<file path="config.mk">
export PLATFORM = sky130hd
export DESIGN_NAME = bk_serial_add_ctrl
export DESIGN_NICKNAME = d
export VERILOG_FILES = /design/src/rtl/bk_serial_add_ctrl.sv
export SDC_FILE = /design/constraint.sdc
export NUM_CORES = 1
export LEC_CHECK = 0
export CAP_MARGIN = 20
export CORE_MARGIN = 2
export CORE_UTILIZATION = 53
export CTS_BUF_LIST = sky130_fd_sc_hd__clkbuf_4 sky130_fd_sc_hd__clkbuf_8 sky130_fd_sc_hd__clkbuf_16
export CTS_CLUSTER_SIZE = 14
export DETAILED_ROUTE_END_ITERATION = 12
export HOLD_SLACK_MARGIN = 0.05
export PLACE_DENSITY = 0.85
export SLEW_MARGIN = 20
export SYNTH_ARGS = -nofsm -noshare
export SYNTH_HDL_FRONTEND = slang
export SYNTH_SLANG_ARGS = --single-unit
</file>
<file path="constraint.sdc">
create_clock -name clk -period 3.5 [get_ports clk]
set_clock_uncertainty 0.2 [all_clocks]
set_input_delay 0.7 -clock clk [delete_from_list [all_inputs] [get_ports clk]]
set_output_delay 0.7 -clock clk [all_outputs]
set_load 0.05 [all_outputs]
</file>
<file path="src/rtl/bk_serial_add_ctrl.sv">
// bk_serial_add_ctrl
// Sequences a WIDTH-bit add or subtract through one external 4-bit adder slice.
// It issues one nibble per cycle, least significant first. The carry between
// nibbles is held in a register. The full result is returned over a
// valid/ready handshake.
module bk_serial_add_ctrl #(
    parameter int WIDTH = 16
) (
    input  logic             clk,
    input  logic             rst_n,
    input  logic             in_valid,
    output logic             in_ready,
    input  logic             op_sub,
    input  logic [WIDTH-1:0] a,
    input  logic [WIDTH-1:0] b,
    input  logic             c_in,
    output logic             out_valid,
    input  logic             out_ready,
    output logic [WIDTH-1:0] sum,
    output logic             c_out,
    output logic             ovf,
    output logic             busy,
    output logic [3:0]       add_a,
    output logic [3:0]       add_b,
    output logic             add_c0,
    input  logic [3:0]       add_s,
    input  logic             add_cout
);

    localparam int NIBBLES = WIDTH / 4;
    localparam int IDX_W   = (NIBBLES > 1) ? $clog2(NIBBLES) : 1;
    localparam logic [IDX_W-1:0] LAST_IDX = IDX_W'(NIBBLES - 1);

    typedef enum logic [1:0] {
        IDLE,
        RUN,
        DONE
    } state_t;

    state_t           state;
    logic [IDX_W-1:0] idx;
    logic [WIDTH-1:0] a_r;
    logic [WIDTH-1:0] b_r;
    logic             carry;

    // Operands are accepted only in IDLE. While reset is asserted, the block
    // does not advertise readiness.
    assign in_ready = rst_n && (state == IDLE);

    // Drive the adder slice from the latched operands during RUN only.
    // Outside RUN the adder inputs are held at zero.
    always_comb begin
        add_a  = 4'd0;
        add_b  = 4'd0;
        add_c0 = 1'b0;
        if (state == RUN) begin
            add_a  = a_r[4*int'(idx) +: 4];
            add_b  = b_r[4*int'(idx) +: 4];
            add_c0 = carry;
        end
    end

    // Main sequencer: latch operands, collect one adder nibble per edge, then
    // hold the result until the consumer takes it.
    always_ff @(posedge clk or negedge rst_n) begin
        if (!rst_n) begin
            state     <= IDLE;
            idx       <= '0;
            a_r       <= '0;
            b_r       <= '0;
            carry     <= 1'b0;
            sum       <= '0;
            c_out     <= 1'b0;
            ovf       <= 1'b0;
            out_valid <= 1'b0;
            busy      <= 1'b0;
        end else begin
            case (state)
                IDLE: begin
                    if (in_valid) begin
                        a_r   <= a;
                        b_r   <= b ^ {WIDTH{op_sub}};
                        carry <= op_sub ? 1'b1 : c_in;
                        idx   <= '0;
                        busy  <= 1'b1;
                        state <= RUN;
                    end
                end
                RUN: begin
                    sum[4*int'(idx) +: 4] <= add_s;
                    carry                 <= add_cout;
                    idx                   <= idx + 1'b1;
                    if (idx == LAST_IDX) begin
                        c_out     <= add_cout;
                        ovf       <= (a_r[WIDTH-1] == b_r[WIDTH-1]) &&
                                     (add_s[3] != a_r[WIDTH-1]);
                        out_valid <= 1'b1;
                        state     <= DONE;
                    end
                end
                DONE: begin
                    if (out_ready) begin
                        out_valid <= 1'b0;
                        busy      <= 1'b0;
                        state     <= IDLE;
                    end
                end
                default: begin
                    state <= IDLE;
                end
            endcase
        end
    end

endmodule

</file>
==> results.json, run 1 <==
{
  "status": "finished, final reports clean",
  "insertion_delay_ns": 0.33,
  "p_seq_share_pct": 31.1,
  "synth_cell_types": 33,
  "fin_ws_ns": 0.174,
  "slowest_delay_ns": 0.81,
  "crit_fanout": 15,
  "syn-mean-instance-area_um2": 11.5,
  "numCtsBuffers": 9,
  "hold_viol": 0,
  "worst_pin_slew_ns": 0.953,
  "setup_viol": 0,
  "synthArstFlopShare_pct": 100,
  "drt_iter0_markers": 125,
  "root_buffer": "clkbuf_8",
  "grt_overflow": 0,
  "switchingPower_mw": 1.70,
  "fin_tns_setup_ns": 0,
  "fmax_mhz": 301,
  "fill_cells": 366,
  "ys_ff_latch": 57,
  "grt_setup_unrepaired": "false",
  "postCtsHoldBufs": 0,
  "r2r_setup_slack_ns": 1.21,
  "finalNetCount": 372,
  "antenna_left": 0,
  "start_util_pct": 55.6,
  "peakVddDrop_uv": 570,
  "place.gp.congestion": 0.743,
  "die_y_um": 77.6,
  "end_kind": "primary output",
  "port_buffers": 72,
  "ys_warn_count": 0,
  "seq_area_frac_synth_pct": 49.6,
  "antenna_found_initial": 0,
  "die_area_um2": 6030,
  "post-cts-setup-buffers": 0,
  "wl_per_cell_um": 15.0,
  "h-tree-depth": 3,
  "crit_slowest_cell": "clkdlybuf4s50_1",
  "critPathKind": "flip-flop to primary output",
  "boundaryPins": 73,
  "area_delta_synth_final_pct": 30.6,
  "die_w_um": 77.6,
  "cts.path.max_buffers": 2,
  "layout-drive-gt1-share_pct": 16.6,
  "path_cells": "and2b_1, and2_1, clkdlybuf4s50_1",
  "synthFlopType": "dfrtp_1",
  "syn_inst": 250,
  "grt_pass1_vias": 2084,
  "hp-class": "flip-flop to flip-flop",
  "power_density_nw_per_um2": 1020,
  "critPathRequiredTime_ns": 2.60,
  "synth_area_um2": 2870,
  "dpl-instance-area_um2": 3580,
  "intPower_mw": 2.11,
  "grt_max_degree": 58,
  "dr.pass1.iters": 6,
  "dpl.hpwl_um": 3990,
  "dp_slack_ns": 0.540,
  "slew_viol_final": 0,
  "track_usage_pct": 21.4,
  "p_sw_share_pct": 44.7,
  "critPathLaunchType": "flip-flop",
  "post-route-drc-count": 0,
  "diodes": 0,
  "arrival_ns": 2.43,
  "power_frac_clock_pct": 14.5,
  "viasPerCell": 5.23,
  "finalInstanceArea_um2": 3750,
  "grt_pass1_wl_um": 9880,
  "tritoncts": "done",
  "cap_violations": 0,
  "rows": 26,
  "numClockSinks": 57,
  "period_share_pct": 95.0,
  "core-area_um2": 5170,
  "power_mw": 3.81,
  "leakagePower_nw": 1.69,
  "post_cts_resized": 0,
  "syn_nets": 299,
  "vias": 2072,
  "drt_wl_total_um": 5930,
  "fin_crit_ns": 3.33,
  "slew_headroom_pct": 36.3,
  "synth_edf_count": 0,
  "p_comb_share_pct": 54.5,
  "path_clk_slew_ns": 0.06
}
sequential cells by signal, summed over array words and instances (netlist names):
signal and cells:
ovf 1, idx 2, state 2, a_r 16, c_out 1, out_valid 1, busy 1, sum 16
carry 1, b_r 16
final timing paths:
check                      endpoint  startpoint  cells past startpoint
hold reg to reg             a_r[13]     a_r[13]                      2
max in group asynchronous    sum[5]       rst_n                      2
hold / removal              a_r[13]     a_r[13]                      2
setup / recovery           add_a[0]    state[0]                      3
setup reg to reg             sum[8]      idx[1]                      5
min in group asynchronous   b_r[12]       rst_n                      2
cells by family after synthesis:
kind of cell | Yosys count | synth area share (%)
xor gates and xnor gates | 16 | 4.88
and+or+nand+nor | 99 | 18.5
DFF | 57 | 49.6
AOI/OAI and AO/OA | 43 | 12.0
buffers and inverters | 19 | 4.96
muxes | 10 | 7.44
adders and majority gates | 6 | 2.61
critical path: cells and delay by family (launching register included):
kind / cells / cell delay [ns]
simple gates: 2 / 0.72
buf+inv: 1 / 0.81
flops: 1 / 0.57
power by group through the flow:
stage	Sequential [mW]	Clock (mW)	Combinational [mW]
floorplan	1.46	0	1.26
global placement	1.18	0	2.04
detailed placement	1.19	0	2.08
CTS	1.19	0.554	2.10
global route	1.23	0.586	2.22
finish	1.18	0.552	2.08
area by class of cell:
| cell class | count | area [um^2] | area share (%) |
|---|---|---|---|
| sequential | 57 | 1430 | 38.0 |
| timing repair buffer | 76 | 741 | 19.7 |
| multi-input combinational | 174 | 1310 | 34.8 |
| clock buffer | 14 | 174 | 4.63 |
| inverter | 5 | 18.8 | 0.500 |
| tap | 70 | 87.6 | 2.33 |
placed cells by master, fill, tap and decap left out, drive strengths merged:
cell / Yosys / layout
and2: 9 / 9
inv: 5 / 5
nor2: 2 / 2
o22ai: 1 / 1
nor3b: 1 / 1
xnor2: 16 / 16
nand3: 3 / 3
and2b: 1 / 1
a22o: 16 / 16
or3b: 2 / 2
mux4: 8 / 8
buf: 12 / 7
mux2: 2 / 2
ha: 6 / 6
a21oi: 3 / 3
and3: 1 / 1
dfrtp: 57 / 57
clkbuf: 2 / 14
nand2: 71 / 71
nand3b: 3 / 3
o31ai: 2 / 2
o21ai: 21 / 21
clkdlybuf4s50: 0 / 69
nor4b: 4 / 4
nand2b: 2 / 2
Yosys cell counts, types with 3 or more instances:
cell type | instances | area, um^2
nor4b_4 | 3 | 71.3
o21ai_0 | 4 | 20.0
nand2_1 | 71 | 267
buf_2 | 3 | 15.0
mux4_1 | 3 | 78.8
ha_1 | 6 | 75.1
a22o_1 | 16 | 140
buf_6 | 7 | 78.8
inv_1 | 5 | 18.8
mux4_2 | 5 | 113
a21oi_1 | 3 | 15.0
and2_1 | 9 | 56.3
o21ai_2 | 17 | 149
dfrtp_1 | 57 | 1430
xnor2_1 | 16 | 140
per-layer routing:
metal	vias to the layer above	part of all wire (%)	routed length [um]	GRT usage, %
met2	73	50	2960	35.8
met3	10	4.5	264	4.07
li1	1003	-	-	-
met5	-	0	0	0
met1	986	44	2620	27.7
met4	0	1.4	82	8.39
stage by stage:
| stage | std cells | util [%] | hold slack (ns) |
|---|---|---|---|
| 2_1_floorplan | 250 | - | 0.204 |
| 3_3_place_gp | 382 | 69.2 | 0.251 |
| 3_5_place_dp | 382 | 69.2 | 0.259 |
| 4_1_cts | 396 | 72.6 | 0.273 |
| 5_1_grt | 396 | 72.6 | 0.293 |
| 6_report | 396 | 72.6 | 0.269 |
No activity file was read; power rests on OpenSTA's default activity.
==> run 2: changes to the inputs <==
--- a/config.mk
+++ b/config.mk
@@ -6,13 +6,15 @@
 export NUM_CORES = 1
 export LEC_CHECK = 0
 export CAP_MARGIN = 20
+export CELL_PAD_IN_SITES_DETAIL_PLACEMENT = 0
+export CELL_PAD_IN_SITES_GLOBAL_PLACEMENT = 1
 export CORE_MARGIN = 2
-export CORE_UTILIZATION = 53
+export CORE_UTILIZATION = 41
 export CTS_BUF_LIST = sky130_fd_sc_hd__clkbuf_4 sky130_fd_sc_hd__clkbuf_8 sky130_fd_sc_hd__clkbuf_16
 export CTS_CLUSTER_SIZE = 14
 export DETAILED_ROUTE_END_ITERATION = 12
 export HOLD_SLACK_MARGIN = 0.05
-export PLACE_DENSITY = 0.85
+export PLACE_DENSITY_LB_ADDON = 0.1
 export SLEW_MARGIN = 20
 export SYNTH_ARGS = -nofsm -noshare
 export SYNTH_HDL_FRONTEND = slang
==> results.json, run 2 (same netlist as run 1, synthesis figures left out) <==
{
  "area_delta_synth_final_pct": 35.2,
  "wl_per_cell_um": 14.0,
  "start_util_pct": 42.3,
  "fin_tns_setup_ns": 0,
  "die_w_um": 87.7,
  "hold_viol": 0,
  "die_y_um": 87.7,
  "antenna_found_initial": 0,
  "hp-class": "flip-flop to flip-flop",
  "grt_overflow": 0,
  "track_usage_pct": 16.6,
  "r2r-start": "idx[0]",
  "postCtsHoldBufs": 0,
  "antenna_left": 0,
  "place.gp.congestion": 0.700,
  "dpl.hpwl_um": 4210,
  "insertion_delay_ns": 0.33,
  "post_cts_resized": 0,
  "viasPerCell": 4.81,
  "slew_headroom_pct": 37.7,
  "period_share_pct": 92.9,
  "layout_common_cells": "nand2_1, clkdlybuf4s50_1, dfrtp_1",
  "drt_iter0_markers": 112,
  "die_area_um2": 7700,
  "status": "finished, final reports clean",
  "grt_pass1_wl_um": 9670,
  "post-cts-setup-buffers": 0,
  "leakagePower_nw": 1.74,
  "power_density_nw_per_um2": 1040,
  "cts.path.max_buffers": 2,
  "crit_fanout": 7,
  "peakVddDrop_uv": 487,
  "worst_pin_slew_ns": 0.931,
  "layout-drive-gt1-share_pct": 18.1,
  "critPathKind": "flip-flop to primary output",
  "critPathRequiredTime_ns": 2.60,
  "tritoncts": "done",
  "finalNetCount": 375,
  "worst_r2r_path_depth": 6,
  "port_buffers": 72,
  "fmax_mhz": 307,
  "whs_path_depth": 2,
  "dr.pass1.iters": 6,
  "grt_max_degree": 58,
  "setup_viol": 0,
  "boundaryPins": 73,
  "cap_violations": 0,
  "dpl-instance-area_um2": 3640,
  "vias": 2053,
  "drt_wl_total_um": 5980,
  "numClockSinks": 57,
  "core-area_um2": 6790,
  "grt_setup_unrepaired": "false",
  "r2r_setup_slack_ns": 1.03,
  "cp-startpoint": "idx[0]",
  "grt_pass1_vias": 2017,
  "rows": 30,
  "reg.largest.list": "a_r: 16 flops, b_r: 16 flops, sum: 16 flops",
  "arrival_ns": 2.35,
  "numCtsBuffers": 9,
  "fill_cells": 608,
  "root_buffer": "clkbuf_8",
  "critPathLaunchType": "flip-flop",
  "r2r_end": "sum[9]",
  "finalInstanceArea_um2": 3890,
  "post-route-drc-count": 0,
  "mostFrequentLayoutCell": "nand2_1",
  "diodes": 0,
  "path_clk_slew_ns": 0.06,
  "place_inst": 411,
  "hold_start": "a_r[7]",
  "h-tree-depth": 3,
  "instances_no_fill": 427,
  "fin_crit_ns": 3.25,
  "end_kind": "primary output",
  "slew_viol_final": 0,
  "holdPathEnd": "a_r[7]"
}
[run 2: cell types whose count changed in the layout (fill, tap and decap cells not counted), sizes merged]
cell           change
buf                +4
bufinv             +3
clkbuf             -4
clkdlybuf4s50      -1
clkinv             +3
[run 2: layout make-up]
cell class              instances  area [um^2]  share of cell area, %
clock buffers                  10          138                   3.54
inverters                       5         18.8                  0.483
multi-input cells             174         1310                   33.6
flip-flops and latches         57         1430                   36.7
repair buffers                 79          773                   19.9
clock inverters                 6          105                   2.70
well taps                      96          120                   3.09
[run 2: stage by stage]
step	power (mW)	hold WS (ns)	setup slack, ns	util (%)
6_report	4.04	0.270	0.247	57.2
5_1_grt	4.28	0.294	0.116	57.2
4_1_cts	4.09	0.272	0.192	57.2
3_5_place_dp	3.32	0.257	0.572	53.6
3_3_place_gp	3.29	0.252	0.561	53.6
2_1_floorplan	2.72	0.204	1.13	-
[run 2: critical path, cell delays in order, from the launching register on]
cell and delay [ns]:
dfrtp_1 0.59, mux4_2 0.55, and2_1 0.18, clkdlybuf4s50_1 0.70
[run 2: layer usage]
metal | wire (um) | global-route usage, %
met5 | 0 | 0
met2 | 2980 | 27.1
met3 | 232 | 3.86
met4 | 91 | 7.13
met1 | 2670 | 21.2
[run 2: how the worst max path moves through the flow]
stage / endpoint / slack [ns] / cells past startpoint
after floorplan: add_a[0] / 1.13 / 3
after global placement: add_b[2] / 0.56 / 3
after detailed placement: add_b[1] / 0.57 / 3
after CTS: add_a[2] / 0.19 / 3
after global routing: add_a[2] / 0.12 / 3
final: add_a[2] / 0.25 / 3
[run 2: power by group]
| group | switching (mW) | internal, mW | total [mW] |
|---|---|---|---|
| registers | 0.206 | 0.965 | 1.17 |
| clock network | 0.265 | 0.488 | 0.753 |
| logic | 1.26 | 0.857 | 2.11 |
| total | 1.73 | 2.31 | 4.04 |
